[config.mk]
export PLATFORM = sky130hd
export DESIGN_NAME = if_fetch
export DESIGN_NICKNAME = d
export VERILOG_FILES = /design/src/rtl/if_fetch.sv
export SDC_FILE = /design/constraint.sdc
export NUM_CORES = 1
export LEC_CHECK = 0
export ABC_AREA = 0
export CORE_MARGIN = 3
export CORE_UTILIZATION = 30
export DETAILED_ROUTE_END_ITERATION = 8
export GPL_ROUTABILITY_DRIVEN = 0
export SYNTH_ARGS = -nofsm -noshare
export SYNTH_HDL_FRONTEND = slang
export SYNTH_SLANG_ARGS = --single-unit
[constraint.sdc]
create_clock -name clk -period 6.2 [get_ports clk]
set_input_delay 1.24 -clock clk [delete_from_list [all_inputs] [get_ports clk]]
set_output_delay 1.24 -clock clk [all_outputs]
set_load 0.1 [all_outputs]
[src/rtl/if_fetch.sv]
// if_fetch: RV32I instruction-fetch stage.
// Fetches 32-bit words over a byte-wide memory port, predicts the next pc
// (static JAL, 2-bit BHT for conditional branches) and accepts EX redirects.
// Optional direct-mapped I-cache (one word per line) enabled by `ICACHE_EN.
module if_fetch #(
  parameter logic [31:0] RESET_PC       = 32'h0,
  parameter int          ICACHE_INDEX_W = 6,
  parameter int          BHT_INDEX_W    = 6
) (
  input  logic        clk,
  input  logic        rst,
  input  logic        stall_in,
  input  logic        br_redirect,
  input  logic [31:0] br_target,
  input  logic        bht_upd,
  input  logic [31:0] bht_upd_pc,
  input  logic        bht_upd_taken,
  output logic        mem_req,
  output logic [31:0] mem_addr,
  input  logic        mem_valid,
  input  logic [7:0]  mem_rdata,
  output logic        if_valid,
  output logic [31:0] if_pc,
  output logic [31:0] if_instruction,
  output logic        if_prediction
);

  typedef enum logic [2:0] {LOOKUP, BYTE0, BYTE1, BYTE2, BYTE3} state_t;

  localparam int BHT_N = 1 << BHT_INDEX_W;

  state_t      state, state_nx;
  logic [31:0] pc;
  logic [23:0] byte_buf;
  logic [1:0]  bht [0:BHT_N-1];

  logic        hold;
  logic        hit;
  logic [31:0] hit_word;
  logic        fill_done;
  logic        deliver;
  logic [31:0] new_word;
  logic [31:0] next_pc;
  logic        pred;
  logic [31:0] j_imm, b_imm;
  logic [BHT_INDEX_W-1:0] bht_rd_idx, bht_wr_idx;
  logic        unused_bits;

  assign hold       = if_valid && stall_in;
  assign fill_done  = (state == BYTE3) && mem_valid;
  assign deliver    = ((state == LOOKUP) && !hold && hit) || fill_done;
  assign new_word   = fill_done ? {mem_rdata, byte_buf} : hit_word;
  assign bht_rd_idx = pc[BHT_INDEX_W+1:2];
  assign bht_wr_idx = bht_upd_pc[BHT_INDEX_W+1:2];
  assign unused_bits = ^{bht_upd_pc[31:BHT_INDEX_W+2], bht_upd_pc[1:0]};

`ifdef ICACHE_EN
  localparam int LINES = 1 << ICACHE_INDEX_W;
  localparam int TAG_W = 30 - ICACHE_INDEX_W;

  logic [TAG_W-1:0]          tag_q  [0:LINES-1];
  logic [31:0]               data_q [0:LINES-1];
  logic [LINES-1:0]          line_vld;
  logic [ICACHE_INDEX_W-1:0] idx;

  assign idx      = pc[ICACHE_INDEX_W+1:2];
  assign hit      = line_vld[idx] && (tag_q[idx] == pc[31:ICACHE_INDEX_W+2]);
  assign hit_word = data_q[idx];

  // Line valid bits; a completed fill is written even if a redirect drops it.
  always_ff @(posedge clk) begin
    if (!rst) line_vld <= '0;
    else if (fill_done) line_vld[idx] <= 1'b1;
  end

  // Tag/data storage needs no reset: guarded by line_vld.
  always_ff @(posedge clk) begin
    if (fill_done) begin
      tag_q[idx]  <= pc[31:ICACHE_INDEX_W+2];
      data_q[idx] <= {mem_rdata, byte_buf};
    end
  end
`else
  assign hit      = 1'b0;
  assign hit_word = '0;
`endif

  // Next-pc prediction on the word being delivered this cycle.
  always_comb begin
    j_imm   = {{11{new_word[31]}}, new_word[31], new_word[19:12], new_word[20],
               new_word[30:21], 1'b0};
    b_imm   = {{19{new_word[31]}}, new_word[31], new_word[7], new_word[30:25],
               new_word[11:8], 1'b0};
    next_pc = pc + 32'd4;
    pred    = 1'b0;
    if (new_word[6:0] == 7'b1101111) begin
      next_pc = pc + j_imm;
      pred    = 1'b1;
    end else if (new_word[6:0] == 7'b1100011 && bht[bht_rd_idx][1]) begin
      next_pc = pc + b_imm;
      pred    = 1'b1;
    end
  end

  // FSM next state and memory request; redirect always returns to LOOKUP.
  always_comb begin
    state_nx = state;
    mem_req  = 1'b0;
    mem_addr = '0;
    case (state)
      LOOKUP: if (!hold && !hit) state_nx = BYTE0;
      BYTE0: begin
        mem_req  = 1'b1;
        mem_addr = pc;
        if (mem_valid) state_nx = BYTE1;
      end
      BYTE1: begin
        mem_req  = 1'b1;
        mem_addr = pc + 32'd1;
        if (mem_valid) state_nx = BYTE2;
      end
      BYTE2: begin
        mem_req  = 1'b1;
        mem_addr = pc + 32'd2;
        if (mem_valid) state_nx = BYTE3;
      end
      BYTE3: begin
        mem_req  = 1'b1;
        mem_addr = pc + 32'd3;
        if (mem_valid) state_nx = LOOKUP;
      end
      default: state_nx = LOOKUP;
    endcase
    if (br_redirect) state_nx = LOOKUP;
  end

  // State, pc, byte assembly and IF_ID payload registers.
  always_ff @(posedge clk) begin
    if (!rst) begin
      state          <= LOOKUP;
      pc             <= RESET_PC;
      byte_buf       <= '0;
      if_valid       <= 1'b0;
      if_pc          <= '0;
      if_instruction <= '0;
      if_prediction  <= 1'b0;
    end else begin
      state <= state_nx;
      if (br_redirect) begin
        pc       <= br_target;
        if_valid <= 1'b0;
      end else if (deliver) begin
        pc             <= next_pc;
        if_valid       <= 1'b1;
        if_pc          <= pc;
        if_instruction <= new_word;
        if_prediction  <= pred;
      end else if (if_valid && !stall_in) begin
        if_valid <= 1'b0;
      end
      if (mem_valid && !br_redirect) begin
        case (state)
          BYTE0:   byte_buf[7:0]   <= mem_rdata;
          BYTE1:   byte_buf[15:8]  <= mem_rdata;
          BYTE2:   byte_buf[23:16] <= mem_rdata;
          default: ;
        endcase
      end
    end
  end

  // Saturating 2-bit branch history counters.
  always_ff @(posedge clk) begin
    if (!rst) begin
      for (int i = 0; i < BHT_N; i++) bht[i] <= 2'b01;
    end else if (bht_upd) begin
      if (bht_upd_taken && bht[bht_wr_idx] != 2'b11)
        bht[bht_wr_idx] <= bht[bht_wr_idx] + 2'b01;
      else if (!bht_upd_taken && bht[bht_wr_idx] != 2'b00)
        bht[bht_wr_idx] <= bht[bht_wr_idx] - 2'b01;
    end
  end

endmodule

==> After elaboration in Yosys (flattened, before gate mapping) <==
Memory sizes are Yosys's and may differ from the RTL's. A register that Yosys moved wholly into a read port is not among the register bits.
Index checks and enable logic that the tools add are counted.
{ "totals": {"latch_bits": 0, "out_inout_bits": 99, "elab_cells": 88, "mem_count": 1, "input_bits": 79, "register_bits": 125, "rom_bits": 0, "ram_bits": 128} }
{ "memory_table": {"columns": ["memory", "depth", "word_bits", "read_ports", "rd_clocked_by_memory_dff", "write_ports", "line", "rtl"], "rows": [
  ["bht", 64, 2, 2, 1, 64, "35", "logic [1:0] bht [0:BHT_N-1];"]
]} }
{ "classes": {"n_addsub": 8, "eq_ne": 12, "div": 0, "mul": 0, "bitwise": 3, "n_reduce_logical": 22, "mux": 33, "order_cmp": 0, "shifts": 0} }
{ "ops": {"columns": ["cell", "count"], "rows": [
  ["32-bit 2-to-1 mux", 5],
  ["32-bit case mux with 4 select lines", 1],
  ["32-bit by 2-bit adder with 32-bit output (second input constant)", 2],
  ["32-bit adder", 2],
  ["32-bit by 1-bit adder with 32-bit output (second input constant)", 1],
  ["32-bit by 3-bit adder with 32-bit output (second input constant)", 1],
  ["6-bit 2-to-1 mux", 3],
  ["1-bit 2-to-1 mux", 16],
  ["3-bit 2-to-1 mux", 5],
  ["3-bit case mux with 5 select lines", 1],
  ["7-bit equality test (second input constant)", 2],
  ["2-bit inequality test (second input constant)", 6],
  ["2-bit AND reduction", 4],
  ["1-bit logical AND", 7],
  ["3-bit by 2-bit equality test with 1-bit output (second input constant)", 2],
  ["2-bit nonzero test", 3],
  ["5-bit AND reduction", 1],
  ["2-bit 2-to-1 mux", 2],
  ["2-bit OR reduction", 2],
  ["4-bit OR reduction", 1],
  ["3-bit by 1-bit equality test with 1-bit output (second input constant)", 1],
  ["3-bit equality test (second input constant)", 1],
  ["1-bit zero test", 3],
  ["3-bit zero test", 1],
  ["other kinds (4)", 5]
]} }

==> Depth between registers and ports, before layout <==
{ "depth": {"ltp_word": 11, "mapped_depth": 18, "depth_no_buf": 14} }

==> Least setup slack after synthesis <==
Ideal clock, no wire load.
{ "synth_path": {"kind": "register to output", "startpoint": "reg pc[2]", "endpoint": "out mem_addr[29]", "setup_slack_ns": 0.779, "required_time_ns": 4.960, "path_stages_with_launch": 9, "arrival_time_ns": 4.181, "cell_sequence": "dfxtp_1 -> clkbuf_1 -> inv_1 -> or3_1 -> nor3_1 -> nand3_1 -> nor2_1 -> a21oi_1 -> o31ai_1"} }
{ "synth_between": {"elab_chain_cells": 2, "elab_cells_between_ends": 4, "cone_classes": "3 x add/sub; 1 x mux"} }
{ "synth_rtl": {"columns": ["element", "line", "rtl"], "rows": [
  ["start: declaration", "33", "logic [31:0] pc;"],
  ["start signal: assignment", "150", "pc <= br_target;"],
  ["start signal: assignment", "153", "pc <= next_pc;"],
  ["32-bit by 2-bit adder with 32-bit output, or another cell as far along", "129", "mem_addr = pc + 32'd3;"],
  ["32-bit case mux with 4 select lines (*)", "110", "case (state)"],
  ["end: declaration", "19", "output logic [31:0] mem_addr,"]
]} }
Every way passes the cells marked *; elsewhere a longest branch is shown, timed or not.

==> Worst setup path in the final report <==
{ "layout_path": {"startpoint": "reg pc[4]", "endpoint": "out mem_addr[13]"} }
Same word-level chain as after synthesis.

==> flow_summary.json <==
{
  "clk_pin_slew_ns": 0.07,
  "grt-ovfl-total": 0,
  "start_util_pct": 30.7,
  "synth_top_cell_by_area": "edfxtp_1",
  "max_freq_mhz": 182,
  "cp.arrival_ns": 4.26,
  "io_pins": 178,
  "avgSynthCellArea_um2": 8.48,
  "relSlewSlack_pct": 25.2,
  "syn_area_um2": 17100,
  "antenna_cells": 0,
  "tightest_slew_ns": 1.12,
  "root_buffer": "clkbuf_16",
  "cts_max_path_buffers": 3,
  "ys_seq_area_share_pct": 37.8,
  "multi_input_area_um2": 9850,
  "grtUsageTotal_pct": 20.4,
  "htree_num_levels": 1,
  "post_cts_buffers": 0,
  "io_buffers": 151,
  "postSynthNetCount": 2128,
  "r2r_end": "pc[24]",
  "syn-instance-count": 2019,
  "grt_pass1_vias": 15967,
  "cp_data_required_time_ns": 4.96,
  "regArea_um2": 6470,
  "cts_buffers": 29,
  "drtIter0Drc": 1834,
  "min_period_ns": 5.50,
  "whs_path_depth": 2,
  "hold_violations": 0,
  "nFillCells": 5802,
  "die_y_um": 245,
  "synthArstFlopShare_pct": 0,
  "place_hpwl_mm": 46.5,
  "worstPathMaxFanout": 13,
  "crit_path_end_kind": "primary output",
  "peakVddDrop_uv": 174,
  "yosys_warnings": 0,
  "cap_violations": 0,
  "ys_seq_elements": 259,
  "fp.coreArea_um2": 55700,
  "area_growth_pct": 19.5,
  "grt_max_degree": 76,
  "drv_slew": 0,
  "status": "complete, no violations",
  "critPathKind": "reg -> out",
  "rows": 86,
  "skew_ns": 0.0157,
  "cpPeakStageDelay_ns": 1.15,
  "synth_compound_area_share_pct": 19.8,
  "hold_class": "reg -> reg",
  "reg2reg_depth": 11,
  "vias": 16498,
  "drive_above_1_share_pct": 11.3,
  "ctsHoldBuffers": 0,
  "fp.dieArea_um2": 60000,
  "grt_pass1_wl_mm": 96.2,
  "leakagePower_nw": 6.84,
  "dieWidth_um": 245,
  "synth-main-ff-cell": "dfxtp_1",
  "nNetsFinal": 2229,
  "wl_per_cell_um": 22.0,
  "yosysTopAreaCellShare_pct": 22.5,
  "crit_slowest_cell": "clkdlybuf4s50_1",
  "powerDensity_nw_per_um2": 209,
  "setup_viol": 0,
  "yosys-top-cells-area": "edfxtp_1 22%, dfxtp_1 15%, nand2_1 7.3%, o21ai_0 4.9%, mux4_2 4.5%",
  "hold_path.startpoint": "if_pc[13]",
  "crit_chain": "nand4_1 > nor3_1 > nand3_1 > nor2_1 > a22o_1 > a31oi_1 > a21oi_1 > clkdlybuf4s50_1",
  "rsz0062_at_grt": "false",
  "routed_wl_mm": 63.4,
  "yosys.area_share.simple_pct": 23.4,
  "synth_top_family_by_area": "simple AND/OR/NAND/NOR gates",
  "synth_xor_area_share_pct": 2.76,
  "synth_fa_ha_area_share_pct": 2.44,
  "cts_tree": "done",
  "drtPass1Iterations": 6,
  "period_share_pct": 88.7,
  "dpl-instance-area_um2": 19500,
  "ant_nets": 0,
  "min_to": "if_pc[13]",
  "synth_edf_count": 128,
  "stdcell_area_um2": 20500,
  "synth_cell_types": 88,
  "insertion_delay_ns": 0.57,
  "drc": 0,
  "layout.cells.most_common": "nand2_1",
  "viasPerCell": 5.71,
  "startpoint_type": "flop",
  "synth.area.mux_share_pct": 9.06,
  "numClockSinks": 259,
  "r2r_slack_ns": 2.06,
  "tns_ns": 0,
  "post_cts_resized": 0,
  "antenna_found_initial": 0,
  "layout_common_cells": "330 x nand2_1, 173 x nor2_1, 169 x o21ai_0"
}
layout make-up:
cell class,instances,share of cell area [%]
clock buffer,41,4.01
clock inverter,12,0.850
inverter,25,0.459
multi-input combinational,1566,48.2
sequential,259,31.6
tap,748,4.57
timing repair buffer,239,10.3
per-stage QoR:
stage | utilization [%] | std cells | hold WS, ns | setup slack, ns | power, mW
after floorplan | - | 2019 | 0.449 | 0.779 | 2.29
after global placement | 34.9 | 2837 | 0.453 | 0.878 | 2.48
after detailed placement | 34.9 | 2837 | 0.460 | 0.833 | 2.48
after CTS | 36.7 | 2890 | 0.468 | 0.695 | 4.31
after global routing | 36.7 | 2890 | 0.487 | 0.475 | 4.41
final | 36.7 | 2890 | 0.464 | 0.702 | 4.28
sequential cells by signal, summed over array words and instances (netlist names), named ones only:
name            cells
if_instruction     32
pc                 32
if_pc              32
state               3
bht               128
byte_buf           24
if_valid            1
if_prediction       1
synth_stat cells, types with 15 or more instances:
master	count
nand2_1	331
nor2_1	175
o21ai_0	169
dfxtp_1	131
clkbuf_1	130
edfxtp_1	128
a21oi_1	100
mux2i_1	66
nand3_1	52
nor3_1	46
a21boi_0	42
and2_1	40
mux4_2	34
nor2b_1	33
xnor2_1	30
a31oi_1	29
ha_1	27
a22o_1	25
nand2b_1	25
xor2_1	24
buf_2	23
inv_1	23
and3_1	18
nand4_1	18
nor4_1	18
a211oi_1	16
or3_1	16
o22ai_1	15
cells by family (layout without fill, tap and decap cells):
group	after synthesis	count (layout)
flip-flops	259	259
adder cells (fa/ha/maj)	32	32
AND/OR/NAND/NOR	842	842
XOR/XNOR	54	54
multiplexers	110	110
buffers and inverters	194	317
AO/OA/AOI/OAI	528	528
report_power, final:
part | internal (mW) | leakage (nW) | total (mW) | switching, mW
combinational | 0.198 | 4.20 | 0.582 | 0.384
sequential | 1.83 | 2.16 | 1.88 | 0.0524
clock | 1.09 | 0.477 | 1.82 | 0.737
total | 3.11 | 6.84 | 4.28 | 1.17
worst max-delay path by stage:
stage / from / endpoint / slack (ns)
global route: pc[4] / mem_addr[13] / 0.47
global placement: bht_upd_pc[3] / bht[27][1] / 0.88
CTS: pc[18] / mem_addr[30] / 0.69
detailed placement: mem_valid / pc[21] / 0.83
finish: pc[4] / mem_addr[13] / 0.70
floorplan: pc[2] / mem_addr[29] / 0.78
layer usage:
layer / vias up / share of wire, % / track usage, %
li1: 7522 / - / -
met4: 0 / 4.1 / 7.42
met3: 179 / 10 / 3.79
met2: 941 / 45 / 33.3
met5: - / 0 / 0
met1: 7856 / 40 / 27.0
critical path, delay by kind of cell (launching register included):
kind / cells / cell delay [ns]
buffers and inverters: 1 / 1.15
and+or+nand+nor: 4 / 1.29
DFF: 1 / 0.80
AOI/OAI and AO/OA: 3 / 0.44
No activity file was read; power rests on OpenSTA's default activity.
